### src/rtl/vga_timing_gen.sv
// Raster timing generator and pixel output stage: counters, aligned sync/DE/frame-start and blanked RGB565 output.
// Optional macro VGA_TEST_PATTERN_EN replaces active video with eight vertical colour bars.
module vga_timing_gen #(
    parameter int H_ACT    = 800,
    parameter int H_FP     = 40,
    parameter int H_SYNC   = 128,
    parameter int H_BP     = 88,
    parameter int V_ACT    = 600,
    parameter int V_FP     = 1,
    parameter int V_SYNC   = 4,
    parameter int V_BP     = 23,
    parameter int SYNC_POL = 1,
    parameter int PIX_LAT  = 1
) (
    input  logic        clk_vga,
    input  logic        rst_n_vga,
    input  logic [15:0] pixel_data,
    output logic [11:0] xpos,
    output logic [11:0] ypos,
    output logic        hsync,
    output logic        vsync,
    output logic        de,
    output logic [15:0] rgb,
    output logic        frame_start
);

    localparam int H_TOT = H_ACT + H_FP + H_SYNC + H_BP;
    localparam int V_TOT = V_ACT + V_FP + V_SYNC + V_BP;

    localparam logic [11:0] H_LAST   = 12'(H_TOT - 1);
    localparam logic [11:0] V_LAST   = 12'(V_TOT - 1);
    localparam logic [11:0] H_ACT_C  = 12'(H_ACT);
    localparam logic [11:0] V_ACT_C  = 12'(V_ACT);
    localparam logic [11:0] HS_BEG   = 12'(H_ACT + H_FP);
    localparam logic [11:0] HS_END   = 12'(H_ACT + H_FP + H_SYNC - 1);
    localparam logic [11:0] VS_BEG   = 12'(V_ACT + V_FP);
    localparam logic [11:0] VS_END   = 12'(V_ACT + V_FP + V_SYNC - 1);
    localparam logic        SYNC_ACT = (SYNC_POL != 0);

    logic [11:0] h_cnt;
    logic [11:0] v_cnt;
    logic        h_wrap;

    assign h_wrap = (h_cnt == H_LAST);

    always_ff @(posedge clk_vga or negedge rst_n_vga) begin
        if (!rst_n_vga) begin
            h_cnt <= '0;
            v_cnt <= '0;
        end else if (h_wrap) begin
            h_cnt <= '0;
            if (v_cnt == V_LAST) begin
                v_cnt <= '0;
            end else begin
                v_cnt <= v_cnt + 12'd1;
            end
        end else begin
            h_cnt <= h_cnt + 12'd1;
        end
    end

    assign xpos = h_cnt;
    assign ypos = v_cnt;

    // Raw control bits, active-true encoding: {de, hs, vs, fs}
    logic de_r;
    logic hs_r;
    logic vs_r;
    logic fs_r;
    logic [3:0] ctl_raw;

    always_comb begin
        de_r    = (h_cnt < H_ACT_C) && (v_cnt < V_ACT_C);
        hs_r    = (h_cnt >= HS_BEG) && (h_cnt <= HS_END);
        vs_r    = (v_cnt >= VS_BEG) && (v_cnt <= VS_END);
        fs_r    = (h_cnt == 12'd0) && (v_cnt == 12'd0);
        ctl_raw = {de_r, hs_r, vs_r, fs_r};
    end

    // Delay line matching the renderer latency; clears to all-inactive so no partial sync leaks out of reset
    logic [3:0] ctl_sr [PIX_LAT];

    always_ff @(posedge clk_vga or negedge rst_n_vga) begin
        if (!rst_n_vga) begin
            for (int i = 0; i < PIX_LAT; i++) begin
                ctl_sr[i] <= '0;
            end
        end else begin
            ctl_sr[0] <= ctl_raw;
            for (int i = 1; i < PIX_LAT; i++) begin
                ctl_sr[i] <= ctl_sr[i-1];
            end
        end
    end

    logic de_d;
    logic hs_d;
    logic vs_d;
    logic fs_d;

    assign {de_d, hs_d, vs_d, fs_d} = ctl_sr[PIX_LAT-1];

    logic [15:0] colour_d;

`ifdef VGA_TEST_PATTERN_EN
    localparam logic [11:0] BAR_W = 12'(H_ACT / 8);

    logic [2:0] bar_raw;
    logic [2:0] bar_sr [PIX_LAT];

    assign bar_raw = 3'(h_cnt / BAR_W);

    always_ff @(posedge clk_vga or negedge rst_n_vga) begin
        if (!rst_n_vga) begin
            for (int i = 0; i < PIX_LAT; i++) begin
                bar_sr[i] <= '0;
            end
        end else begin
            bar_sr[0] <= bar_raw;
            for (int i = 1; i < PIX_LAT; i++) begin
                bar_sr[i] <= bar_sr[i-1];
            end
        end
    end

    always_comb begin
        colour_d = 16'h0000;
        case (bar_sr[PIX_LAT-1])
            3'd0:    colour_d = 16'hFFFF;
            3'd1:    colour_d = 16'hFFE0;
            3'd2:    colour_d = 16'h07FF;
            3'd3:    colour_d = 16'h07E0;
            3'd4:    colour_d = 16'hF81F;
            3'd5:    colour_d = 16'hF800;
            3'd6:    colour_d = 16'h001F;
            default: colour_d = 16'h0000;
        endcase
    end
`else
    assign colour_d = pixel_data;
`endif

    always_ff @(posedge clk_vga or negedge rst_n_vga) begin
        if (!rst_n_vga) begin
            rgb         <= 16'h0000;
            de          <= 1'b0;
            frame_start <= 1'b0;
            hsync       <= ~SYNC_ACT;
            vsync       <= ~SYNC_ACT;
        end else begin
            rgb         <= de_d ? colour_d : 16'h0000;
            de          <= de_d;
            frame_start <= fs_d;
            hsync       <= hs_d ? SYNC_ACT : ~SYNC_ACT;
            vsync       <= vs_d ? SYNC_ACT : ~SYNC_ACT;
        end
    end

endmodule

### config.mk
export PLATFORM = sky130hd
export DESIGN_NAME = vga_timing_gen
export DESIGN_NICKNAME = d
export VERILOG_FILES = /design/src/rtl/vga_timing_gen.sv
export SDC_FILE = /design/constraint.sdc
export NUM_CORES = 1
export LEC_CHECK = 0
export CAP_MARGIN = 20
export CELL_PAD_IN_SITES_DETAIL_PLACEMENT = 1
export CELL_PAD_IN_SITES_GLOBAL_PLACEMENT = 1
export CORE_MARGIN = 2
export CORE_UTILIZATION = 36
export CTS_CLUSTER_DIAMETER = 80
export DETAILED_ROUTE_END_ITERATION = 10
export PLACE_DENSITY = 0.88
export REMOVE_ABC_BUFFERS = 1
export SYNTH_ARGS = -nofsm -noshare
export SYNTH_HDL_FRONTEND = slang
export SYNTH_SLANG_ARGS = --single-unit
### constraint.sdc
create_clock -name clk_vga -period 1.8 [get_ports clk_vga]
set_input_delay 0.45 -clock clk_vga [delete_from_list [all_inputs] [get_ports clk_vga]]
set_output_delay 0.45 -clock clk_vga [all_outputs]
set_load 0.01 [all_outputs]
; ---- Word-level counts from Yosys, hierarchy flattened
; Cells that the tools add are included.
; W data, S select, Z words.
[totals]
reg_bits = 48
in_bits = 18
output_inout_bits = 44
elab_cells = 29
[classes]
n_addsub = 2
n_lt_le_gt_ge = 6
n_eq_ne = 2
muxes = 5
n_reduce_logical = 6
[op_table]
columns = op, count
row1 = $add A12 B1 Y12 const B, 2
row2 = $ge A12 B10 Y1 const B, 2
row3 = $le A12 B10 Y1 const B, 2
row4 = $logic_not A12 Y1, 2
row5 = $lt A12 B10 Y1 const B, 2
row6 = $mux W12, 2
row7 = $mux W16, 1
row8 = $eq A12 B10 Y1 const B, 1
row9 = $eq A12 B11 Y1 const B, 1
row10 = $logic_and A1 B1 Y1, 4
row11 = $mux W1, 2

; ---- Logic depth before layout (Yosys ltp)
; Gate-level depths: netlist of the first run.
[logic_depth]
word_depth = 2
mapped_depth = 7
mapped_depth_nobuf = 5

; ---- Worst setup path before layout of the first run
; Ideal clock, no wire load.
[synth_path]
path_kind = register to register
startpoint = register h_cnt[0], in the netlist xpos[0]
endpoint = register v_cnt[1], in the netlist ypos[1]
setup_ps = 128
arrival_ps = 1535
required_time_ps = 1672
slack_ps = 137
path_stages_with_launch = 8
path_buffers = 2
period_less_slack_ps = 1663
path_cell_list = dfrtp_1 -> ha_1 -> and4_1 -> and3_2 -> buf_4 -> buf_2 -> nand3_1 -> o21ai_0
[synth_between]
elab_chain_cells = 1
[synth_rtl]
columns = item, line_no
row1 = start: declaration, 40  ; logic [11:0] h_cnt;
row2 = start signal: assignment, 58  ; h_cnt <= h_cnt + 12'd1;
row3 = $eq A12 B11 Y1, 44  ; assign h_wrap = (h_cnt == H_LAST);
row4 = end signal: assignment, 55  ; v_cnt <= v_cnt + 12'd1;
row5 = end: declaration, 41  ; logic [11:0] v_cnt;
; No other way between the ends.
; A chain may end at the register's enable or synchronous reset.

; ---- Worst setup path after layout of the first run
[layout_path]
startpoint = register v_cnt[8], in the netlist ypos[8]
endpoint = output port ypos[8]
[layout_lines]
columns = item, line_no
row1 = end: declaration, 19  ; output logic [11:0] ypos,
; No word-level cell between the ends.

==> results of run 1 <==
[cell usage after synthesis]
cell type | n | area, um2
buf_2 | 1 | 5.00
ha_1 | 6 | 75.1
nor4_1 | 5 | 31.3
clkbuf_2 | 1 | 5.00
dfrtp_1 | 48 | 1200
nor4_4 | 1 | 21.3
o31ai_1 | 2 | 15.0
inv_1 | 6 | 22.5
or2_2 | 1 | 6.26
nor2b_1 | 1 | 6.26
nor2_1 | 12 | 45.0
xnor2_1 | 8 | 70.1
nand3_2 | 1 | 10.0
or4b_1 | 1 | 10.0
xor2_1 | 7 | 61.3
nor4b_1 | 1 | 8.76
nor3_1 | 7 | 35.0
clkbuf_1 | 3 | 11.3
a21oi_1 | 2 | 10.0
nor3b_1 | 2 | 15.0
and4_1 | 1 | 8.76
and3_2 | 2 | 15.0
or2b_1 | 1 | 7.51
and2_1 | 19 | 119
a31oi_1 | 7 | 43.8
nor3b_2 | 1 | 12.5
o21ai_0 | 7 | 35.0
buf_4 | 1 | 7.51
nand4_1 | 6 | 37.5
nand3_1 | 10 | 50.1
nand2_1 | 16 | 60.1
and2_2 | 1 | 7.51
[final cells by class]
type / instances / area, um2 / area share (%)
Clock buffer: 5 / 68.8 / 2.27
Clock inverter: 3 / 42.5 / 1.40
Inverter: 6 / 22.5 / 0.743
Multi-Input combinational cell: 128 / 828 / 27.3
Sequential cell: 48 / 1220 / 40.3
Tap cell: 72 / 90.1 / 2.97
Timing Repair Buffer: 79 / 757 / 25.0
[per-layer routing]
layer  global-route usage [%]  up-vias  share of wire (%)
met5                        0        -                  0
met4                     5.08        0                1.8
met1                     22.9      852                 42
met3                     3.39       10                5.0
met2                     34.7       65                 51
li1                         -      804                  -
[worst reg2reg max path: stages (launching register included)]
cell and delay, ns:
dfrtp_1 0.36, ha_1 0.24, and4_1 0.29, nand3_2 0.14, or4b_1 0.55, nand2_1 0.10
[cell families after synthesis]
family	Yosys count	share of synthesized area, %
xor+xnor	15	6.35
compound gates	18	5.02
simple gates	89	24.5
fa+ha+maj	6	3.63
flops	48	58.0
buf+inv	12	2.48
[placed cells by master (no fill, tap or decap), types with 8 or more instances in the layout]
| cell type | count |
|---|---|
| clkdlybuf4s50_1 | 57 |
| dfrtp_1 | 30 |
| dfrtp_2 | 18 |
| nor2_1 | 12 |
| nand3_1 | 10 |
| xnor2_1 | 8 |
| nand2_1 | 16 |
| buf_4 | 17 |
| and2_1 | 19 |
[sequential cells by signal (all words and copies together), names as in the netlist]
register     flops
rgb             16
xpos            12
ypos            12
ctl_sr           4
de               1
frame_start      1
hsync            1
vsync            1
[worst paths after layout]
| path | startpoint | endpoint | slack [ns] | depth (start not counted) |
|---|---|---|---|---|
| worst max-delay path | ypos[8] | ypos[8] | 0.02 | 1 |
| worst min-delay path | rst_n_vga | rgb[2] | 0.09 | 1 |
| worst max register to register | xpos[1] | ypos[3] | 0.05 | 5 |
| worst min register to register | ctl_sr[0] | frame_start | 0.35 | 0 |
| max in group asynchronous | rst_n_vga | xpos[7] | 1.17 | 2 |
| min in group clk_vga | ctl_sr[0] | frame_start | 0.35 | 0 |
[power groups by stage]
stage / logic, uW / clock network [uW] / registers [uW]
floorplan: 12.1 / 0 / 1130
global placement: 120 / 0 / 1120
detailed placement: 124 / 0 / 1120
CTS: 125 / 787 / 1100
global route: 134 / 841 / 1100
finish: 122 / 776 / 1100
[per-stage QoR]
| stage | cell area, um2 | hold WS (ns) | cells |
|---|---|---|---|
| after global routing | 3030 | 0.116 | 341 |
| after floorplan | 2040 | 0.154 | 182 |
| after CTS | 2940 | 0.104 | 332 |
| final | 3030 | 0.0942 | 341 |
| after detailed placement | 2820 | 0.336 | 324 |
| after global placement | 2820 | 0.333 | 324 |
[repair_timing]
| action | 4_1_cts | 5_1_grt |
|---|---|---|
| pin swaps | 0 | 1 |
| gates resized for setup | 15 | 8 |
| buffers inserted | 0 | 9 |
| endpoints found under the setup margin | 14 | 20 |
| gates cloned | 0 | 0 |
==> flow_summary_export.csv, run 1 <==
group,metric,value,unit
synthesis,synth_cell_types,32,
global_route,grt_antenna_before_repair,0,
global_route,grt_pass1_vias,1817,
clocking,clock_latency,0.30,ns
floorplan,die_y,79.8,um
setup_path,critPathBufInv,1,
synthesis,syn_inst,188,
clocking,cts_tree,"yes",
floorplan,core_area,5540,um2
routing,drtIter0Drc,33,
global_route,grt_overflow,0,
setup_path,crit_required,1.35,ns
setup_path,end_kind,"output port",
timing,slew_headroom,68.8,%
timing,fin_worst_skew,0.00701,ns
setup_path,cpMaxStageDelayCell,"clkdlybuf4s50_1",
floorplan,io_pins,62,
setup_path,worstPathMaxFanout,4,
routing,vias,1731,
place,pre_cts_ws,0.146,ns
global_route,grt_pass1_wl,9360,um
clocking,cts-root-buf,"clkbuf_8",
routing,ant_nets,0,
power,p_seq_share,55.1,%
layout,diodes,0,
power,p_switching,418,uW
clocking,clkSinkCount,48,
clocking,numCtsBuffers,5,
place,dp_hpwl,4230,um
power,p_clk_share,38.8,%
timing,hold_viol,0,
layout,utilization,54.7,%
run,maxCapViolCount,0,
synthesis,syn_area_per_cell,11.0,um2
global_route,grt_max_degree,30,
floorplan,die-area,6370,um2
power,switching_share,20.9,%
clocking,ctsHoldBuffers,0,
min_path,worstHoldPathType,"primary input to async pin",
routing,drc_errors,0,
floorplan,rows,27,
timing,post-route-period-util,98.7,%
layout,synthToLayoutAreaGrowth,46.6,%
power,p_leak,0.00128,uW
outcome,status,"finished, final reports clean",
power,intPower,1580,uW
global_route,grtUsageTotal,19.0,%
setup_path,setup.worst_path.class,"flop to output port",
setup_path,critPathTopFamily,"buffers and inverters",
timing,finalSetupViolCount,0,
routing,wl,6040,um
floorplan,initial_core_util,37.4,%
place,port_buffers,61,
timing,setup_ws,0.0229,ns
floorplan,die_w,79.8,um
timing,worstMarginPinSlew,0.468,ns
routing,detail_route.first_pass.iterations,4,
power,power_density,659,nW/um2
timing,drv_slew,0,
layout,nets,292,
timing,fmax,563,MHz
setup_path,path_cells,"clkdlybuf4s50_1",
setup_path,critical_path.max_stage_delay,0.58,ns
routing,wire_per_inst,17.7,um
clocking,clock_path_buffers,2,
layout,fill_cells,617,
synthesis,seq_area_frac_synth,58.0,%
timing,finalCriticalPeriod,1.78,ns
setup_path,crit_arrival,1.33,ns
power,finalPower,2000,uW
clocking,htree_levels,2,
synthesis,synthesis.area,2070,um2
routing,vias_per_cell,5.08,
place,gp_congestion,0.846,
layout,drive_gt1_share,20.1,%
power,worst_ir_drop_vdd,0.000383,V
clocking,clk_pin_slew,0.09,ns
synthesis,ys_ff_latch,48,
timing,fin_tns_setup,0,ns
setup_path,critPathLaunchType,"flop",
power,p_comb_share,6.1,%
synthesis,ys_warn_count,0,
No activity file was read; power rests on OpenSTA's default activity.
==> run 2, diff against run 1 <==
--- a/config.mk
+++ b/config.mk
@@ -17,3 +17,4 @@
 export SYNTH_ARGS = -nofsm -noshare
 export SYNTH_HDL_FRONTEND = slang
 export SYNTH_SLANG_ARGS = --single-unit
+export TNS_END_PERCENT = 50
==> run 2 against run 1 <==
Effect of this change: maximum frequency rose by 0.51%; first-iteration DRC count rose by 15%; critical endpoint unchanged; utilization fell by 0.72 points.
==> flow_summary_export.csv, run 2 (synthesis gave the netlist of run 1 again) <==
group,metric,value,unit
layout,nets,285,
global_route,grt_pass1_wl,9360,um
layout,utilization,54.0,%
layout,top_register,"rgb",
timing,fin_worst_skew,0.00663,ns
setup_path,setup.worst_path.class,"flop to output port",
outcome,status,"finished, final reports clean",
routing,vias_per_cell,5.04,
routing,top_layer,"met4",
floorplan,io_pins,62,
min_path,worstHoldPathType,"primary input to async pin",
clocking,cts_tree,"yes",
routing,wl_met3,269,um
routing,ant_nets,0,
setup_path,reg2reg_depth,5,
routing,drtIter0Drc,38,
setup_path,path_cells,"clkdlybuf4s50_1",
floorplan,initial_core_util,37.4,%
global_route,grt_antenna_before_repair,0,
routing,vias,1683,
clocking,clock_latency,0.30,ns
setup_path,worstSetupPathDepth,1,
setup_path,crit_required,1.35,ns
place,placed_cell_area,2820,um2
place,dp_hpwl,4230,um
setup_path,critPathBufInv,1,
setup_path,crit_arrival,1.32,ns
setup_path,r2r_end,"ypos[3]",
setup_path,critical_path.max_stage_delay,0.57,ns
clocking,cts-root-buf,"clkbuf_8",
power,p_leak,0.00134,uW
global_route,grt_overflow,0,
routing,wire_per_inst,17.2,um
global_route,grtUsageTotal,19.0,%
layout,design_area,2990,um2
global_route,grt_max_degree,30,
setup_path,critPathLaunchType,"flop",
layout,diodes,0,
timing,finalCriticalPeriod,1.77,ns
timing,worstMarginPinSlew,0.468,ns
layout,synthToLayoutAreaGrowth,44.6,%
setup_path,cpMaxStageDelayCell,"clkdlybuf4s50_1",
clocking,htree_levels,2,
timing,finalSetupViolCount,0,
clocking,clkSinkCount,48,
global_route,grt_pass1_vias,1817,
floorplan,die-area,6370,um2
layout,final_cell_mix,"clkdlybuf4s50_1, dfrtp_1, and2_1, dfrtp_2, nand2_1",
layout,drive_gt1_share,17.9,%
floorplan,rows,27,
clocking,clk_pin_slew,0.09,ns
timing,hold_viol,0,
floorplan,die_w,79.8,um
place,port_buffers,61,
routing,wl,5730,um
timing,slew_headroom,68.8,%
timing,post-route-period-util,98.2,%
clocking,clock_path_buffers,2,
setup_path,reg2reg_slack,0.10,ns
power,power_density,666,nW/um2
clocking,ctsHoldBuffers,0,
floorplan,die_y,79.8,um
timing,fmax,566,MHz
power,worst_ir_drop_vdd,0.000382,V
layout,final_common_cell,"clkdlybuf4s50_1",
routing,wl_met1,2460,um
routing,wl_met2,2930,um
timing,drv_slew,0,
setup_path,worstReg2RegStart,"xpos[1]",
routing,detail_route.first_pass.iterations,4,
place,gp_congestion,0.846,
floorplan,core_area,5540,um2
layout,largest_reg_flops,16,
setup_path,end_kind,"output port",
run,maxCapViolCount,0,
setup_path,worstPathMaxFanout,4,
routing,drc_errors,0,
setup_path,critPathTopFamily,"buffers and inverters",
clocking,numCtsBuffers,5,
-- run 2: cell count changes in the layout (fill, tap and decap cells not counted) --
cell	change
dlymetal6s2s_1	+5
clkdlybuf4s50_1	-5
buf_4	-7
-- run 2: what timing repair did --
| item | 4_1_cts | 5_1_grt |
|---|---|---|
| buffers inserted | 0 | 2 |
| endpoints found under the setup margin | 14 | 20 |
| gates resized for setup | 15 | 13 |
| pin swaps | 0 | 1 |
-- run 2: through the flow --
step	TNS [ns]	worst slack (ns)	std cells	total power (uW)	hold WS [ns]
floorplan	0	0.148	182	1140	0.154
finish	0	0.0318	334	1990	0.0999
global placement	0	0.209	324	1240	0.333
CTS	0	0.00801	332	2010	0.104
global route	-0.00278	-0.00278	334	2070	0.123
detailed placement	0	0.146	324	1250	0.336
-- run 2: worst max path at each step --
stage | start | endpoint | slack, ns
after floorplan | xpos[0] | ypos[3] | 0.15
after global placement | xpos[6] | ypos[3] | 0.21
after global routing | xpos[3] | xpos[3] | -0.003
after detailed placement | ypos[0] | ypos[3] | 0.15
after CTS | xpos[8] | xpos[8] | 0.008
final | ypos[8] | ypos[8] | 0.03
-- run 2: power by group --
group	switching, uW	total [uW]	leakage, uW	internal [uW]
clock	360	771	0.0000541	411
combinational	47.4	122	0.000705	74.5
sequential	5.43	1100	0.000580	1090
total	413	1990	0.00134	1580
-- run 2: metal layers --
layer  vias up  track usage (%)
li1        790                -
met1       831             22.9
met2        55             34.7
met3         7             3.39
met4         0             5.08
met5         -                0
-- run 2: final cells by class --
cell class / count / area (um2)
Tap cell: 72 / 90.1
Multi-Input combinational cell: 128 / 828
Fill cell: 608 / 2550
Clock buffer: 5 / 68.8
Sequential cell: 48 / 1220
Clock inverter: 3 / 42.5
Inverter: 6 / 22.5
Timing Repair Buffer: 72 / 717
